==> src/rtl/pc_fetch.sv <==
// pc_fetch: PC register and instruction-fetch controller (IDLE/FETCH/VALID/HALTED).
// Define FETCH_TIMEOUT_EN to enable the fetch watchdog that halts with a sticky fetch_err.
module pc_fetch #(
  parameter logic [29:0] RESET_PC = 30'h0000_0C00,
  parameter int          TIMEOUT  = 16
) (
  input  logic        clk,
  input  logic        rst,
  input  logic [29:0] npc,
  input  logic        halt,
  input  logic        id_ready,
  input  logic        imem_rdy,
  input  logic [31:0] imem_rdata,
  output logic [29:0] pc,
  output logic        imem_req,
  output logic [29:0] imem_addr,
  output logic        if_valid,
  output logic [31:0] if_instr,
  output logic        halted,
  output logic [31:0] fetch_cnt,
  output logic        fetch_err
);
  typedef enum logic [1:0] {IDLE, FETCH, VALID, HALTED} state_t;
  state_t      state_q, state_d;
  logic [29:0] pc_q, pc_d;
  logic [31:0] instr_q, instr_d, cnt_q, cnt_d;
  logic        err_q, err_d;
  logic        accept, tmo_hit;
`ifdef FETCH_TIMEOUT_EN
  localparam int TW = $clog2(TIMEOUT);
  logic [TW-1:0] tmo_q, tmo_d;
  // Counter idles at zero outside FETCH, so it is clear on every entry to FETCH.
  assign tmo_hit = state_q == FETCH && !imem_rdy && tmo_q == TW'(TIMEOUT - 1);
  always_comb tmo_d = (state_q == FETCH && !imem_rdy) ? tmo_q + 1'b1 : '0;
  always_ff @(posedge clk) tmo_q <= rst ? '0 : tmo_d;
`else
  assign tmo_hit = 1'b0;
`endif
  always_ff @(posedge clk) begin
    if (rst) state_q <= IDLE;
    else     state_q <= state_d;
  end
  always_comb begin
    state_d = state_q;
    case (state_q)
      IDLE:    state_d = halt ? HALTED : FETCH;
      FETCH:   state_d = tmo_hit ? HALTED : !imem_rdy ? FETCH : halt ? HALTED : VALID;
      VALID:   state_d = halt ? HALTED : id_ready ? FETCH : VALID;
      default: state_d = HALTED;
    endcase
  end
  always_comb begin
    imem_req = state_q == FETCH;
    if_valid = state_q == VALID;
    halted   = state_q == HALTED;
  end
  always_comb begin
    accept  = state_q == VALID && id_ready;
    pc_d    = accept ? npc : pc_q;
    cnt_d   = cnt_q + {31'd0, accept};
    instr_d = (state_q == FETCH && imem_rdy) ? imem_rdata : instr_q;
    err_d   = err_q | tmo_hit;
  end
  always_ff @(posedge clk) begin
    if (rst) begin
      pc_q    <= RESET_PC;
      instr_q <= '0;
      cnt_q   <= '0;
      err_q   <= 1'b0;
    end else begin
      pc_q    <= pc_d;
      instr_q <= instr_d;
      cnt_q   <= cnt_d;
      err_q   <= err_d;
    end
  end
  assign pc        = pc_q;
  assign imem_addr = pc_q;
  assign if_instr  = instr_q;
  assign fetch_cnt = cnt_q;
  assign fetch_err = err_q;
endmodule

==> config.mk <==
export PLATFORM = sky130hd
export DESIGN_NAME = pc_fetch
export DESIGN_NICKNAME = d
export VERILOG_FILES = /design/src/rtl/pc_fetch.sv
export SDC_FILE = /design/constraint.sdc
export NUM_CORES = 1
export LEC_CHECK = 0
export CAP_MARGIN = 20
export CORE_UTILIZATION = 30
export DETAILED_ROUTE_END_ITERATION = 10
export GPL_ROUTABILITY_DRIVEN = 1
export MAX_ROUTING_LAYER = met4
export PLACE_DENSITY = 0.68
export SYNTH_ARGS = -nofsm -noshare
export SYNTH_HDL_FRONTEND = slang
export SYNTH_SLANG_ARGS = --single-unit
==> constraint.sdc <==
create_clock -name clk -period 3.3 [get_ports clk]
set_input_delay 0.495 -clock clk [delete_from_list [all_inputs] [get_ports clk]]
set_output_delay 0.495 -clock clk [all_outputs]
set_load 0.03 [all_outputs]
==> results.yml, run 1 <==
cells_and_area:
  syn2layout_area_growth_pct: 53.2
  final_nets: 711
  insertedDiodeCount: 0
  drive_gt1_frac: 0.0433
  layout_common_cells: "clkdlybuf4s50_1, nand2_1, dfxtp_1"
  final_common_cell: "clkdlybuf4s50_1"
  final_cell_area_um2: 6150
global_route:
  grt_pass1_vias: 3685
  grt_usage: 0.169
  grt_max_degree: 63
  antenna_found_initial: 0
  grt_first_pass_wirelength_um: 18400
  grt.overflow.total: 0
timing:
  final-max-slew-violation-count: 0
  period_share: 0.844
  relSlewSlack: 0.545
  setup_tns_ns: 0
  hold_viol: 0
  rsz0062_at_grt: "false"
  timing.fmax_mhz: 359
  finalClockSkew_ns: 0.00768
  tightestPinTransition_ns: 0.683
  setup_violations: 0
  final.min_clock_period_ns: 2.79
setup_path:
  cp-start-kind: "input pin"
  r2r-start: "state_q[1]"
  end_kind: "flip-flop"
  crit_arrival_ns: 3.01
  critical_path.max_fanout: 10
  setup.worst_path.class: "input pin to flip-flop"
  worstReg2RegEnd: "fetch_cnt[26]"
  reg2regPathDepth: 9
  crit_required_ns: 3.53
  rrSetupSlack_ns: 0.57
clock_tree:
  cts_hold_buf: 0
  post-cts-setup-buffer-count: 0
  numClockSinks: 96
  cts_resized: 0
  tritoncts: "yes"
  numCtsBuffers: 9
  h-tree-depth: 3
  path_clk_slew_ns: 0.06
  clk_latency_ns: 0.34
  cts_root_buffer: "clkbuf_16"
  clk_path_buf_depth: 2
detailed_routing:
  drc: 0
  vias: 3920
  finalWirelength_um: 11300
  drt_iter0_drc: 154
  via_per_inst: 4.79
  wl_per_cell_um: 13.8
  drtPass1Iterations: 4
  ant_nets: 0
hold_path:
  hold_class: "flip-flop to flip-flop"
  holdPathEnd: "if_instr[22]"
  holdCritStartpoint: "if_instr[22]"
  min_path_cells: 2
power_and_ir_drop:
  power.share.clock: 0.399
  p_int_uw: 1960
  ir_worst_vdd_uv: 365
  p_leak_uw: 0.00211
  p_per_area_nw_per_um2: 423
  power_frac_comb: 0.136
  switching_share: 0.247
  p_seq_frac: 0.465
  p_sw_uw: 643
floorplanning:
  die_y_um: 118
  die_area_um2: 13900
  rows: 41
  start_util: 0.313
  core_area_um2: 12800
  num_io_pins: 195
  die_width_um: 118
synthesis:
  synthMuxAreaShare: 0.00561
  synth_top_family_by_area: "simple AND/OR/NAND/NOR gates"
  yosysWarningCount: 0
  synth-xor-area-share: 0.0262
  synth-seq-cells: 96
  synth_fa_ha_area_frac: 0.00935
  synthDistinctLibCells: 30
  syn-cell-area_um2: 4020
  syn_nets: 562
  synth-simple-area-share: 0.259
  synth-seq-area-share: 0.479
  synth.avg_cell_area_um2: 8.16
  synth_compound_area_frac: 0.128
  synth_cells: 492
placed_design:
  dp_hpwl_um: 8200
  gp_congestion: 0.815
  place_area_um2: 5840
  numPortBuffers: 193
job:
  maxCapViolCount: 0
outcome:
  status: "completed"
-- worst max-delay path: stages --
cell and delay [ns]:
clkdlybuf4s50_1 0.50, nand2_1 0.08, inv_1 0.08, ha_1 0.27
ha_1 0.28, nand4_2 0.26, nor4_1 0.60, nand4_1 0.17
mux2_2 0.29
-- logic make-up (layout without fill, tap and decap cells) --
logic type      Yosys count  in the layout
compound gates           96             96
xor+xnor                 12             12
fa+ha+maj                 3              3
buf+inv                  63            217
flops                    96             96
mux                       2              2
other cells               1              1
simple gates            219            219
-- Yosys cell counts --
master    count  area [um^2]
a21oi_1      80          400
and2_1        3         18.8
and3_1        3         18.8
and4_1        6         52.6
buf_2         1         5.00
buf_4        34          255
buf_6         1         11.3
clkbuf_1     24         90.1
conb_1        1         3.75
dfxtp_1      96         1920
ha_1          3         37.5
inv_1         3         11.3
mux2_2        2         22.5
nand2_1     135          507
nand2b_1      1         6.26
nand3_1       8         40.0
nand3b_1      2         15.0
nand4_1      13         81.3
nand4_2       4         50.1
nor2_1       17         63.8
nor2b_1       6         37.5
nor3_1        2         10.0
nor4_1        3         18.8
o21ai_0       3         15.0
o31ai_1      13         97.6
or3_1         2         12.5
or4_1        13         97.6
or4b_1        1         10.0
xnor2_1       5         43.8
xor2_1        7         61.3
-- flip-flops by register name, indices dropped and copies added (netlist names) --
name,count
fetch_cnt,32
if_instr,32
state_q,2
imem_addr,30
-- routing by layer --
layer / up-vias / track usage / part of all wire
met4: 0 / 0.0585 / 0.019
met5: - / - / 0
met1: 1814 / 0.201 / 0.43
li1: 1938 / - / -
met3: 16 / 0.0460 / 0.056
met2: 152 / 0.275 / 0.49
-- worst max path at each step --
stage,from,end,slack (ns)
floorplan,state_q[1],fetch_cnt[26],0.11
global placement,id_ready,fetch_cnt[26],0.32
detailed placement,id_ready,fetch_cnt[26],0.18
CTS,id_ready,fetch_cnt[26],0.53
global route,state_q[1],fetch_cnt[26],0.34
finish,id_ready,fetch_cnt[26],0.51
-- power by group through the flow --
stage	Combinational [uW]	Clock [uW]	Sequential, uW
floorplan	124	0	1290
global placement	349	0	1240
detailed placement	351	0	1240
CTS	353	1070	1210
global route	377	1120	1220
finish	353	1040	1210
-- stage by stage --
stage          hold WS [ns]  std cells  utilization  power [uW]  setup WS (ns)
4_1_cts               0.455        817        0.479        2640          0.532
3_5_place_dp          0.448        801        0.455        1590          0.176
2_1_floorplan         0.523        492            -        1420          0.109
3_3_place_gp          0.442        801        0.455        1580          0.322
5_1_grt               0.468        818        0.480        2710          0.343
6_report              0.454        818        0.480        2600          0.515
-- area by class of cell --
cell class              instances  area, um^2
multi-input cells             333        1720
fillers                      1226        6670
repair buffers                198        1980
clock buffers                  10         239
clock inverters                 6        58.8
inverters                       3        11.3
flip-flops and latches         96        1920
well taps                     172         215
(Power assumes the default switching activity.)
==> run 2, diff against run 1 <==
Settings changed: PLACE_DENSITY 0.68 to 0.71.
Clock period 3.3 ns to 2.26 ns, I/O delays scaled along.
==> run 2 against run 1 <==
  * Worst setup slack worse by 0.33 ns
  * Cell count up 1.7%
  * Power up 51%
  * Combinational power up 50%
  * Critical path type is now flip-flop to flip-flop
  * Highest routed layer unchanged
  * Sequential power up 46%
  * Sequential share of layout area down 1.0 points
  * Clock-buffer cell count up 2
  * Routed wire length up 0.87%
  * Clock power up 57%
  * Utilization up 1.7 points
  * Critical path depth unchanged
  * Register-to-register slack worse by 0.38 ns
  * Largest cell class unchanged
==> results.yml, run 2 (same netlist as run 1, synthesis figures left out) <==
outcome:
  status: "completed"
timing:
  final.min_clock_period_ns: 2.07
  timing.fmax_mhz: 483
  finalClockSkew_ns: 0.00639
  tightestPinTransition_ns: 0.521
  hold_viol: 0
  setup_violations: 0
  rsz0062_at_grt: "false"
  period_share: 0.916
  setup_ws_ns: 0.190
  setup_tns_ns: 0
  relSlewSlack: 0.652
  final-max-slew-violation-count: 0
setup_path:
  cp-start-kind: "flip-flop"
  setup.worst_path.class: "flip-flop to flip-flop"
  crit_required_ns: 2.52
  end_kind: "flip-flop"
  crit_arrival_ns: 2.33
  critical_path.max_fanout: 7
  rrSetupSlack_ns: 0.19
  reg2regPathDepth: 9
  r2r-start: "state_q[1]"
  worstReg2RegEnd: "fetch_cnt[30]"
global_route:
  grt_pass1_vias: 3751
  grt.overflow.total: 0
  antenna_found_initial: 0
  grt_usage: 0.172
  grt_first_pass_wirelength_um: 19000
  grt_max_degree: 57
cells_and_area:
  syn2layout_area_growth_pct: 58.5
  drive_gt1_frac: 0.0742
  insertedDiodeCount: 0
  final_common_cell: "clkdlybuf4s50_1"
  final_nets: 726
  layout_common_cells: "clkdlybuf4s50_1, nand2_1, dfxtp_1"
  fillers: 1207
  multi_input_area_um2: 1770
  utilization: 0.496
  seq_area_um2: 1920
clock_tree:
  tritoncts: "yes"
  path_clk_slew_ns: 0.06
  numCtsBuffers: 9
  cts_resized: 0
  post-cts-setup-buffer-count: 0
  clk_path_buf_depth: 2
  clk_latency_ns: 0.34
  cts_root_buffer: "clkbuf_16"
  numClockSinks: 96
  cts_hold_buf: 0
  h-tree-depth: 3
floorplanning:
  start_util: 0.313
  die_width_um: 118
  core_area_um2: 12800
  num_io_pins: 195
  die_area_um2: 13900
  rows: 41
  die_y_um: 118
detailed_routing:
  drc: 0
  wl_per_cell_um: 13.7
  vias: 4013
  via_per_inst: 4.82
  drt_iter0_drc: 206
  ant_nets: 0
  drtPass1Iterations: 4
  finalWirelength_um: 11400
power_and_ir_drop:
  p_per_area_nw_per_um2: 618
  power.total_uw: 3930
  p_leak_uw: 0.00220
  ir_worst_vdd_uv: 265
hold_path:
  hold_class: "input pin to flip-flop"
  min_path_cells: 3
  holdPathEnd: "fetch_cnt[19]"
  holdCritStartpoint: "rst"
job:
  maxCapViolCount: 0
placed_design:
  dp_hpwl_um: 8430
  gp_congestion: 0.827
  dp_worst_setup_slack_ns: -0.152
  numPortBuffers: 193
## run 2: cell types whose count changed in the layout (fill, tap and decap cells not counted), moves of 2 or more
cell / before / now
buf_12: 1 / 4
ha_1: 3 / 1
buf_4: 3 / 16
clkinv_2: 4 / 1
ha_4: 0 / 2
## run 2: cell type report
type	count	area share
clock buffers	12	0.0403
clock inverters	3	0.0102
inverters	3	0.00177
multi-input cells	333	0.278
flip-flops and latches	96	0.302
well taps	172	0.0338
repair buffers	213	0.334
## run 2: how the worst max path moves through the flow
stage | depth (start not counted) | startpoint | end | slack, ns
after global placement | 9 | id_ready | fetch_cnt[30] | -0.10
after detailed placement | 9 | id_ready | fetch_cnt[30] | -0.15
after floorplan | 10 | state_q[1] | fetch_cnt[30] | -0.03
final | 9 | state_q[1] | fetch_cnt[30] | 0.19
after global routing | 9 | state_q[1] | fetch_cnt[30] | 0.03
after CTS | 9 | state_q[1] | fetch_cnt[30] | 0.18
## run 2: where the power goes
| group | switching [uW] | internal [uW] | total, uW |
|---|---|---|---|
| clock network | 612 | 1020 | 1630 |
| registers | 32.5 | 1740 | 1770 |
| logic | 272 | 256 | 528 |
## run 2: worst max-delay path: stages, from the launching register on
cell	delay, ns
dfxtp_2	0.35
nor2b_4	0.17
nand2_2	0.07
inv_2	0.09
ha_4	0.14
ha_4	0.13
and4_1	0.24
nand3_2	0.15
or4_1	0.52
a21oi_1	0.14
## run 2: layer usage
layer,GRT usage,vias to the layer above,part of all wire
li1,-,1971,-
met1,0.207,1876,0.43
met2,0.285,154,0.50
met3,0.0354,12,0.061
met4,0.0617,0,0.013
met5,-,-,0
## run 2: per-stage QoR
stage,cells,hold slack (ns),cell area (um^2)
2_1_floorplan,492,0.456,4070
4_1_cts,832,0.402,6370
3_3_place_gp,817,0.441,6040
3_5_place_dp,817,0.447,6040
5_1_grt,832,0.476,6370
6_report,832,0.428,6370
